## src/rtl/lsu_pkg.sv

```systemverilog
// Shared types and constants for the load/store unit.
package lsu_pkg;

  localparam int unsigned ADDR_W = 32;
  localparam int unsigned DATA_W = 32;
  localparam int unsigned BE_W   = DATA_W / 8;

  typedef enum logic [1:0] {
    IDLE  = 2'd0,
    READ  = 2'd1,
    WRITE = 2'd2,
    RESP  = 2'd3
  } lsu_state_e;

  localparam logic [1:0] SIZE_BYTE = 2'b00;
  localparam logic [1:0] SIZE_HALF = 2'b01;
  localparam logic [1:0] SIZE_WORD = 2'b10;

  localparam logic [BE_W-1:0] WE_NONE = 4'b0000;
  localparam logic [BE_W-1:0] WE_B0   = 4'b0001;
  localparam logic [BE_W-1:0] WE_H0   = 4'b0011;
  localparam logic [BE_W-1:0] WE_W    = 4'b1111;

  // Low-lane write-enable pattern for a direct (offset 0) store.
  function automatic logic [BE_W-1:0] we_for_size(input logic [1:0] size);
    logic [BE_W-1:0] we;
    unique case (size)
      SIZE_BYTE: we = WE_B0;
      SIZE_HALF: we = WE_H0;
      SIZE_WORD: we = WE_W;
      default:   we = WE_NONE;
    endcase
    return we;
  endfunction

endpackage

```

## src/rtl/lsu_align.sv

```systemverilog
// Combinational alignment helper: request decode (misalignment / RMW
// detection), load lane extraction with extension, and RMW lane merge.
// Build option: LSU_RMW_EN enables read-modify-write for sub-word stores
// at non-zero offsets; when undefined those stores are rejected.
module lsu_align
  import lsu_pkg::*;
(
  input  logic [1:0]  req_offset,
  input  logic [1:0]  req_size,
  input  logic        req_we,
  input  logic [1:0]  lat_offset,
  input  logic [1:0]  lat_size,
  input  logic        lat_unsigned,
  input  logic [15:0] lat_wdata,
  input  logic [31:0] rdata,
  output logic        err_c,
  output logic        rmw_c,
  output logic [31:0] load_data_c,
  output logic [31:0] merge_data_c
);

  logic [4:0]  shamt;
  logic [31:0] shifted;
  logic [31:0] lane_mask;
  logic [31:0] lane_data;

  assign shamt   = {lat_offset, 3'b000};
  assign shifted = rdata >> shamt;

  // Classify a new request: rejected, read-modify-write, or plain access.
  always_comb begin
    err_c = 1'b0;
    rmw_c = 1'b0;
    unique case (req_size)
      SIZE_BYTE: begin
        if (req_we && (req_offset != 2'b00)) begin
`ifdef LSU_RMW_EN
          rmw_c = 1'b1;
`else
          err_c = 1'b1;
`endif
        end
      end
      SIZE_HALF: begin
        if (req_offset[0]) begin
          err_c = 1'b1;
        end else if (req_we && req_offset[1]) begin
`ifdef LSU_RMW_EN
          rmw_c = 1'b1;
`else
          err_c = 1'b1;
`endif
        end
      end
      SIZE_WORD: err_c = (req_offset != 2'b00);
      default:   err_c = 1'b1;
    endcase
  end

  // Pick the addressed lane(s) out of the read word and extend.
  always_comb begin
    load_data_c = rdata;
    unique case (lat_size)
      SIZE_BYTE: load_data_c = lat_unsigned ? {24'h0, shifted[7:0]}
                                            : {{24{shifted[7]}}, shifted[7:0]};
      SIZE_HALF: load_data_c = lat_unsigned ? {16'h0, shifted[15:0]}
                                            : {{16{shifted[15]}}, shifted[15:0]};
      default:   load_data_c = rdata;
    endcase
  end

  // Replace the target lane(s) of the captured word with store data.
  always_comb begin
    if (lat_size == SIZE_HALF) begin
      lane_mask = 32'h0000_FFFF << shamt;
      lane_data = {16'h0, lat_wdata} << shamt;
    end else begin
      lane_mask = 32'h0000_00FF << shamt;
      lane_data = {24'h0, lat_wdata[7:0]} << shamt;
    end
    merge_data_c = (rdata & ~lane_mask) | lane_data;
  end

endmodule

```

## src/rtl/lsu.sv

```systemverilog
// Load/store unit driving the data port of the dual-port RAM.
// One request in flight; sub-word stores at non-zero offsets use
// read-modify-write when built with LSU_RMW_EN, otherwise they are rejected.
module lsu
  import lsu_pkg::*;
(
  input  logic        clk,
  input  logic        rstn_i,
  input  logic        req_valid_i,
  output logic        req_ready_o,
  input  logic        req_we_i,
  input  logic [1:0]  req_size_i,
  input  logic        req_unsigned_i,
  input  logic [31:0] req_addr_i,
  input  logic [31:0] req_wdata_i,
  output logic        rsp_valid_o,
  output logic [31:0] rsp_rdata_o,
  output logic        rsp_err_o,
  output logic [31:0] mem_addr_o,
  output logic        mem_en_o,
  output logic [3:0]  mem_we_o,
  output logic [31:0] mem_wdata_o,
  input  logic [31:0] mem_rdata_i
);

  lsu_state_e  state, state_next;
  logic        accept;

  logic [31:0] lat_addr;
  logic [1:0]  lat_size;
  logic        lat_unsigned;
  logic        lat_we;
  logic [15:0] lat_wdata;

  logic        dec_err, dec_rmw;
  logic [31:0] load_data, merge_data;

  logic        mem_en_d, rsp_valid_d, rsp_err_d;
  logic [3:0]  mem_we_d;
  logic [31:0] mem_addr_d, mem_wdata_d, rsp_rdata_d;

  assign accept = req_valid_i && (state == IDLE);

  lsu_align u_align (
    .req_offset   (req_addr_i[1:0]),
    .req_size     (req_size_i),
    .req_we       (req_we_i),
    .lat_offset   (lat_addr[1:0]),
    .lat_size     (lat_size),
    .lat_unsigned (lat_unsigned),
    .lat_wdata    (lat_wdata),
    .rdata        (mem_rdata_i),
    .err_c        (dec_err),
    .rmw_c        (dec_rmw),
    .load_data_c  (load_data),
    .merge_data_c (merge_data)
  );

  // State register.
  always_ff @(posedge clk or negedge rstn_i) begin
    if (!rstn_i) state <= IDLE;
    else         state <= state_next;
  end

  // Next-state decode.
  always_comb begin
    state_next = state;
    unique case (state)
      IDLE: begin
        if (accept) begin
          if (dec_err)                     state_next = RESP;
          else if (req_we_i && !dec_rmw)   state_next = WRITE;
          else                             state_next = READ;
        end
      end
      READ:    state_next = lat_we ? WRITE : RESP;
      WRITE:   state_next = RESP;
      RESP:    state_next = IDLE;
      default: state_next = IDLE;
    endcase
  end

  // Next values of the registered outputs, so they line up with the state entered.
  always_comb begin
    mem_en_d    = 1'b0;
    mem_we_d    = WE_NONE;
    mem_addr_d  = '0;
    mem_wdata_d = '0;
    rsp_valid_d = 1'b0;
    rsp_rdata_d = '0;
    rsp_err_d   = 1'b0;
    unique case (state)
      IDLE: begin
        if (accept) begin
          if (dec_err) begin
            rsp_valid_d = 1'b1;
            rsp_err_d   = 1'b1;
          end else begin
            mem_en_d   = 1'b1;
            mem_addr_d = {req_addr_i[31:2], 2'b00};
            if (req_we_i && !dec_rmw) begin
              mem_we_d    = we_for_size(req_size_i);
              mem_wdata_d = req_wdata_i;
            end
          end
        end
      end
      READ: begin
        if (lat_we) begin
          mem_en_d    = 1'b1;
          mem_we_d    = WE_W;
          mem_addr_d  = {lat_addr[31:2], 2'b00};
          mem_wdata_d = merge_data;
        end else begin
          rsp_valid_d = 1'b1;
          rsp_rdata_d = load_data;
        end
      end
      WRITE:   rsp_valid_d = 1'b1;
      default: ;
    endcase
  end

  // Request capture and output registers.
  always_ff @(posedge clk or negedge rstn_i) begin
    if (!rstn_i) begin
      lat_addr     <= '0;
      lat_size     <= '0;
      lat_unsigned <= 1'b0;
      lat_we       <= 1'b0;
      lat_wdata    <= '0;
      req_ready_o  <= 1'b1;
      rsp_valid_o  <= 1'b0;
      rsp_rdata_o  <= '0;
      rsp_err_o    <= 1'b0;
      mem_addr_o   <= '0;
      mem_en_o     <= 1'b0;
      mem_we_o     <= WE_NONE;
      mem_wdata_o  <= '0;
    end else begin
      if (accept) begin
        lat_addr     <= req_addr_i;
        lat_size     <= req_size_i;
        lat_unsigned <= req_unsigned_i;
        lat_we       <= req_we_i;
        lat_wdata    <= req_wdata_i[15:0];
      end
      req_ready_o <= (state_next == IDLE);
      rsp_valid_o <= rsp_valid_d;
      rsp_rdata_o <= rsp_rdata_d;
      rsp_err_o   <= rsp_err_d;
      mem_addr_o  <= mem_addr_d;
      mem_en_o    <= mem_en_d;
      mem_we_o    <= mem_we_d;
      mem_wdata_o <= mem_wdata_d;
    end
  end

endmodule
```

## config.mk

```make
export PLATFORM = sky130hd
export DESIGN_NAME = lsu
export DESIGN_NICKNAME = d
export VERILOG_FILES = /design/src/rtl/lsu_pkg.sv /design/src/rtl/lsu_align.sv /design/src/rtl/lsu.sv
export SDC_FILE = /design/constraint.sdc
export NUM_CORES = 1
export LEC_CHECK = 0
export ABC_AREA = 1
export BUFFER_PORTS_ARGS = -buffer_cell sky130_fd_sc_hd__buf_2
export CORE_ASPECT_RATIO = 0.75
export CORE_MARGIN = 1.5
export CORE_UTILIZATION = 40
export DETAILED_ROUTE_END_ITERATION = 12
export SLEW_MARGIN = 15
export SYNTH_ARGS = -nofsm -noshare
export SYNTH_HDL_FRONTEND = slang
export SYNTH_HIERARCHICAL = 1
export SYNTH_SLANG_ARGS = --single-unit
export TNS_END_PERCENT = 50
```

## constraint.sdc

```tcl
create_clock -name clk -period 1.6 [get_ports clk]
set_input_delay 0.32 -clock clk [delete_from_list [all_inputs] [get_ports clk]]
set_output_delay 0.32 -clock clk [all_outputs]
set_load 0.01 [all_outputs]
```

# [Word-level counts from Yosys, hierarchy flattened]
# Cells that the tools add are included.
# Widths: inputs -> output; s select.
[totals] reg_bits=158 inputBits=103 output_inout_bits=104 word_cells=76
[op_classes] n_eq_ne=6 shifts=5 mux=40 bitwise_logic=3 reduce_logical=8
[op_table] op="$mux 32" n=13
[op_table] op="$pmux 32 s2" n=3
[op_table] op="$and 32x32->32" n=1
[op_table] op="$not 32->32" n=1
[op_table] op="$or 32x32->32" n=1
[op_table] op="$shl 16x5->32" n=1
[op_table] op="$shl 16x5->32 const A" n=1
[op_table] op="$shl 8x5->32" n=1
[op_table] op="$shl 8x5->32 const A" n=1
[op_table] op="$shr 32x5->16" n=1
[op_table] op="$mux 4" n=4
[op_table] op="$pmux 4 s3" n=1
[op_table] op="$mux 1" n=11
[op_table] op="$logic_not 2->1" n=4
[op_table] op="$pmux 2 s4" n=1
[op_table] op="$pmux 4 s2" n=1
[op_table] op="$eq 2x1->1 const B" n=3
[op_table] op="$eq 2x2->1 const B" n=3
[op_table] op="$mux 2" n=3
[op_table] op="$pmux 1 s3" n=2
[op_table] op="$logic_and 1x1->1" n=3
[op_table] op="$pmux 1 s2" n=1
[op_table] op="$reduce_bool 2->1" n=1

# [Depth between registers and ports, before layout]
[logic_depth] word_depth=8 depth_mapped=11

# [Hierarchy]
# Netlist, hierarchy kept.
[by_module_without_submodules] mod="lsu" n_inst=1 cells_each=561 area_each_um2=5814.3
[by_module_without_submodules] mod="lsu_align" n_inst=1 cells_each=276 area_each_um2=1467.7

# [Worst setup path after synthesis]
# OpenSTA, ideal clock, no wires.
[synth_timing] path_kind="register -> register" startpoint="register lat_addr[0]" endpoint="register mem_wdata_o[5]" t_arrival_ps=1329 t_required_ps=1474 slack_ps=145 stages_incl_launch_ff=7 n_path_buf=2 period_less_slack_ps=1455 cell_sequence="dfrtp_1 buf_6 nor2_4 buf_2 mux2_2 nand3_1 o21ai_0"
[synth_between] elab_chain_cells=7 word_cells_on_any_way=11 cone_classes="4 x shift; 4 x mux; 3 x bitwise"
[synth_lines] element="from (decl)" line="lsu.sv:29" rtl="logic [31:0] lat_addr;"
[synth_lines] element="from (signal assigned)" line="lsu.sv:142" rtl="lat_addr <= req_addr_i;"
[synth_lines] element="$shl 16x5->32 / $shl 8x5->32 (equally long branches)" line="lsu_align.sv:75, lsu_align.sv:78"
[synth_lines] element="$mux 32" line="lsu_align.sv:74" rtl="if (lat_size == SIZE_HALF) begin"
[synth_lines] element="$not 32->32" line="lsu_align.sv:81" rtl="merge_data_c = (rdata & ~lane_mask) | lane_data;"
[synth_lines] element="$and 32x32->32" line="lsu_align.sv:81"
[synth_lines] element="$or 32x32->32 *" line="lsu_align.sv:81"
[synth_lines] element="via merge_data[5]" line="lsu.sv:36" rtl="logic [31:0] load_data, merge_data;"
[synth_lines] element="$mux 32 *" line="lsu.sv:109" rtl="if (lat_we) begin"
[synth_lines] element="$pmux 32 s2 *" line="lsu.sv:92" rtl="unique case (state)"
[synth_lines] element="via mem_wdata_d[5]" line="lsu.sv:40" rtl="logic [31:0] mem_addr_d, mem_wdata_d, rsp_rdata_d;"
[synth_lines] element="to (signal assigned)" line="lsu.sv:155" rtl="mem_wdata_o <= mem_wdata_d;"
[synth_lines] element="to (decl)" line="lsu.sv:22" rtl="output logic [31:0] mem_wdata_o,"
# The timed path passes the listed nets; every way through them passes the cells marked *.
# A chain may end at the register's enable or synchronous reset.

# [Final worst setup path]
[layout_timing] startpoint="register lat_addr[0]" endpoint="register mem_wdata_o[20]"
# The elaborated chain is that of the path after synthesis.

==> results.md <==
* Slew Limit Fails at 0
* WHS Endpoint: lat_addr[18]$_DFFE_PN0N_
* Flop pwr share at 32.9%
* Fin crit share at 97.9%
* Power density over cell area at 1810 nW/µm²
* Synth Area in XOR/XNOR at 0%
* RSZ-0062 raised after global routing: yes
* Port Buffer Count at 204
* Initial Utilization at 41.1%
* Synthesized area per cell at 8.70 µm²
* Comb pwr share at 42.8%
* Status: finished clean
* CP cell instances: buf_12, nand2_1, nor2_1, nor2_4, nand2_1, o211ai_1, nand3_1, nand2_1
* Iteration-0 DRC Markers at 511
* WL final at 21000 µm
* Slowest CP cell: dfrtp_2
* Die span in y at 120 µm
* Clock Power Share at 24.3%
* Num ports at 207
* Worst skew pair latency at 0.43 ns
* HP Class: input port to register
* Reg clk slew, reported paths at 0.06 ns
* Routed vias/inst at 4.86
* Clock Tree Buf Depth at 2
* DIE WIDTH at 159 µm
* FF-to-FF Start: lat_addr[0]$_DFFE_PN0N_
* Required @ worst endpoint at 1.95 ns
* Die area at 19000 µm²
* Clock Tree Root: clkbuf_16
* # diodes at 0
* Fmax at 639 MHz
* CP max FO at 16
* Vias in the first global route at 5979
* Synth unique cells at 30
* Share of cells above drive strength 1 at 31.9%
* RD Place Congestion at 0.896
* CTS H-tree lvls at 4
* Finished Layout Cells at 1316
* Max incr delay on CP at 0.45 ns
* Vias at 6396
* Path depth of the worst reg2reg path at 8
* Hold path cells at 3
* Startpoint types: register
* Gr ovfl total at 0
* Post-Synthesis Cells at 837
* CTS tree: done
* Nets at 1170
* Largest family of logic cells by synthesized area: simple AND/OR/NAND/NOR gates
* FF-to-FF setup slack at 0.03 ns
* Rows at 42
* Overall routing resource usage at 22.8%
* DR DRC count at 0
* Final hold violations at 0
* Area after DPL at 8790 µm²
* Int Power at 10.4 mW
* Multiplexer share of the synthesized area at 1.08%
* Worst Hold Margin at 0.119 ns
* Antenna violations before repair at 0
* Post-DRT Antenna Nets at 0
* Layout Skew at 0.0104 ns
* Compound-Gate Fraction of Synth Area at 11.7%
* Switching part of the total at 39.1%
* Core box area at 17700 µm²
* Worst hold path startpoint: req_addr_i[18]
* Worst Setup Path Type: register to register
* WL/cell at 16.0 µm
* CP arrival at 1.92 ns
* Area grow syn2layout at 30.3%
* Pre-Repair DR Iteration Count at 5
* Maximum vdd drop at 0.803 mV
* Final setup viols at 0
* Synth Area in Adders at 1.03%
* Critical Path Sink Type: register
* First-pass GRT wire length at 33300 µm
* Synth Area in Simple Gates at 22.6%
* Seq/Total Area, Yosys at 53.3%
* Cell count along the critical path at 8
* Num CTS Buffers at 17
* Leakage at 5.27 nW
* Clock sinks at 155
* Maxcap violations at 0
* Delay-heaviest family, CP: simple AND/OR/NAND/NOR gates
* Largest net degree at the start of global routing at 42
* Total power draw at 17.1 mW
* Hpwl dp at 15300 µm
* Fin area at 9490 µm²
* R2r endpoint: mem_wdata_o[20]$_DFF_PN0_
* Placed cell count at 1282
* Net load switching power at 6.71 mW
* Synthesized flop and latch total at 155
* Crit path top cell by count: nand2_1
* Ys Warns at 6
* Syn Std Cell Area at 7280 µm²
* Post-layout min period at 1.57 ns
* Buf/Inv on CP at 1
==> power by group through the flow <==
stage / sequential (mW) / clock [mW] / combinational, mW
2_1_floorplan: 5.83 / 0 / 4.34
3_3_place_gp: 5.68 / 0 / 7.01
3_5_place_dp: 5.68 / 0 / 7.08
4_1_cts: 5.63 / 4.24 / 7.15
5_1_grt: 5.76 / 4.42 / 8.21
6_report: 5.64 / 4.16 / 7.34
==> registers in the layout, summed over array words and instances (netlist names), 2 cells and up <==
name / cells
lat_wdata: 16
lat_size: 2
mem_wdata_o: 32
rsp_rdata_o: 32
lat_addr: 32
mem_we_o: 3
mem_addr_o: 30
state: 2
==> repair_timing <==
action | 4_1_cts | 5_1_grt
setup endpoints to repair | 11 | 66
pin swaps | 0 | 4
cloned | 0 | 1
endpoints found under the hold margin | 29 | 0
setup buffers | 0 | 0
resized for setup | 4 | 15
hold buffers | 1 | 0
==> worst max path at each step <==
stage | to | slack, ns | startpoint
after floorplan | mem_wdata_o[5]$_DFF_PN0_ | 0.14 | lat_addr[0]$_DFFE_PN0N_
after global placement | rsp_rdata_o[6]$_DFF_PN0_ | -0.04 | lat_addr[0]$_DFFE_PN0N_
after detailed placement | rsp_rdata_o[6]$_DFF_PN0_ | -0.05 | lat_addr[0]$_DFFE_PN0N_
after CTS | mem_wdata_o[9]$_DFF_PN0_ | 0.008 | state[1]$_DFF_PN0_
after global routing | mem_wdata_o[11]$_DFF_PN0_ | -0.05 | lat_size[0]$_DFFE_PN0N_
final | mem_wdata_o[20]$_DFF_PN0_ | 0.03 | lat_addr[0]$_DFFE_PN0N_
==> kinds of logic after synthesis <==
family / Yosys count
and+or+nand+nor: 365
adders and majority gates: 6
buffers and inverters: 151
AOI/OAI and AO/OA: 151
other: 2
muxes: 7
DFF: 155
==> layout make-up <==
cell class,count,area [µm²]
Multi-Input combinational cell,533,2730
Inverter,97,369
Sequential cell,155,3880
Clock buffer,21,480
Clock inverter,11,133
Fill cell,1714,8220
Tap cell,242,303
Timing Repair Buffer,257,1590
==> stage by stage <==
| step | setup slack, ns | util, % | TNS, ns |
|---|---|---|---|
| 2_1_floorplan | 0.145 | - | 0 |
| 3_3_place_gp | -0.0371 | 49.7 | -0.0562 |
| 3_5_place_dp | -0.0513 | 49.7 | -0.200 |
| 4_1_cts | 0.00757 | 53.2 | 0 |
| 5_1_grt | -0.0536 | 53.6 | -0.382 |
| 6_report | 0.0340 | 53.6 | 0 |
==> metal layers <==
metal / track usage (%) / wire (µm) / up-vias
li1: - / - / 3138
met1: 35.0 / 10400 / 2998
met2: 32.0 / 8920 / 246
met3: 5.98 / 1510 / 14
met4: 5.00 / 194 / 0
met5: 0 / 0 / -
==> cell usage after synthesis, drive strengths merged <==
library cell | instances | share of area (%)
a21oi | 7 | 0.48
buf | 42 | 4.5
clkbuf | 12 | 0.62
conb | 2 | 0.10
dfrtp | 154 | 53
dfstp | 1 | 0.36
ha | 6 | 1.0
inv | 97 | 5.0
mux2 | 7 | 1.1
nand2 | 222 | 12
nand3 | 92 | 7.5
nor2 | 51 | 3.4
o211ai | 8 | 0.82
o21ai | 105 | 7.7
o22ai | 31 | 2.7
==> worst min-delay path: stages <==
cell     delay [ns]
buf_2          0.07
nand2_1        0.05
o21ai_0        0.06
==> cells in the final DEF, fill, tap and decap left out, types with 3 or more instances in the layout <==
master and instances:
o21ai_0 87, nor2_1 45, buf_12 13, clkbuf_16 17
inv_6 4, inv_2 3, nand2_1 217, o21ai_1 4
ha_1 5, a21oi_1 7, buf_4 38, dfrtp_1 152
nand3_4 4, inv_1 93, mux2_2 7, nor2_4 3
o21ai_2 14, nand3_1 78, clkinv_4 3, clkbuf_8 4
conb_1 3, o22ai_1 31, nand3_2 11, o211ai_1 8
nand2_2 3, buf_2 203
Power figures use the tool's default switching activity.
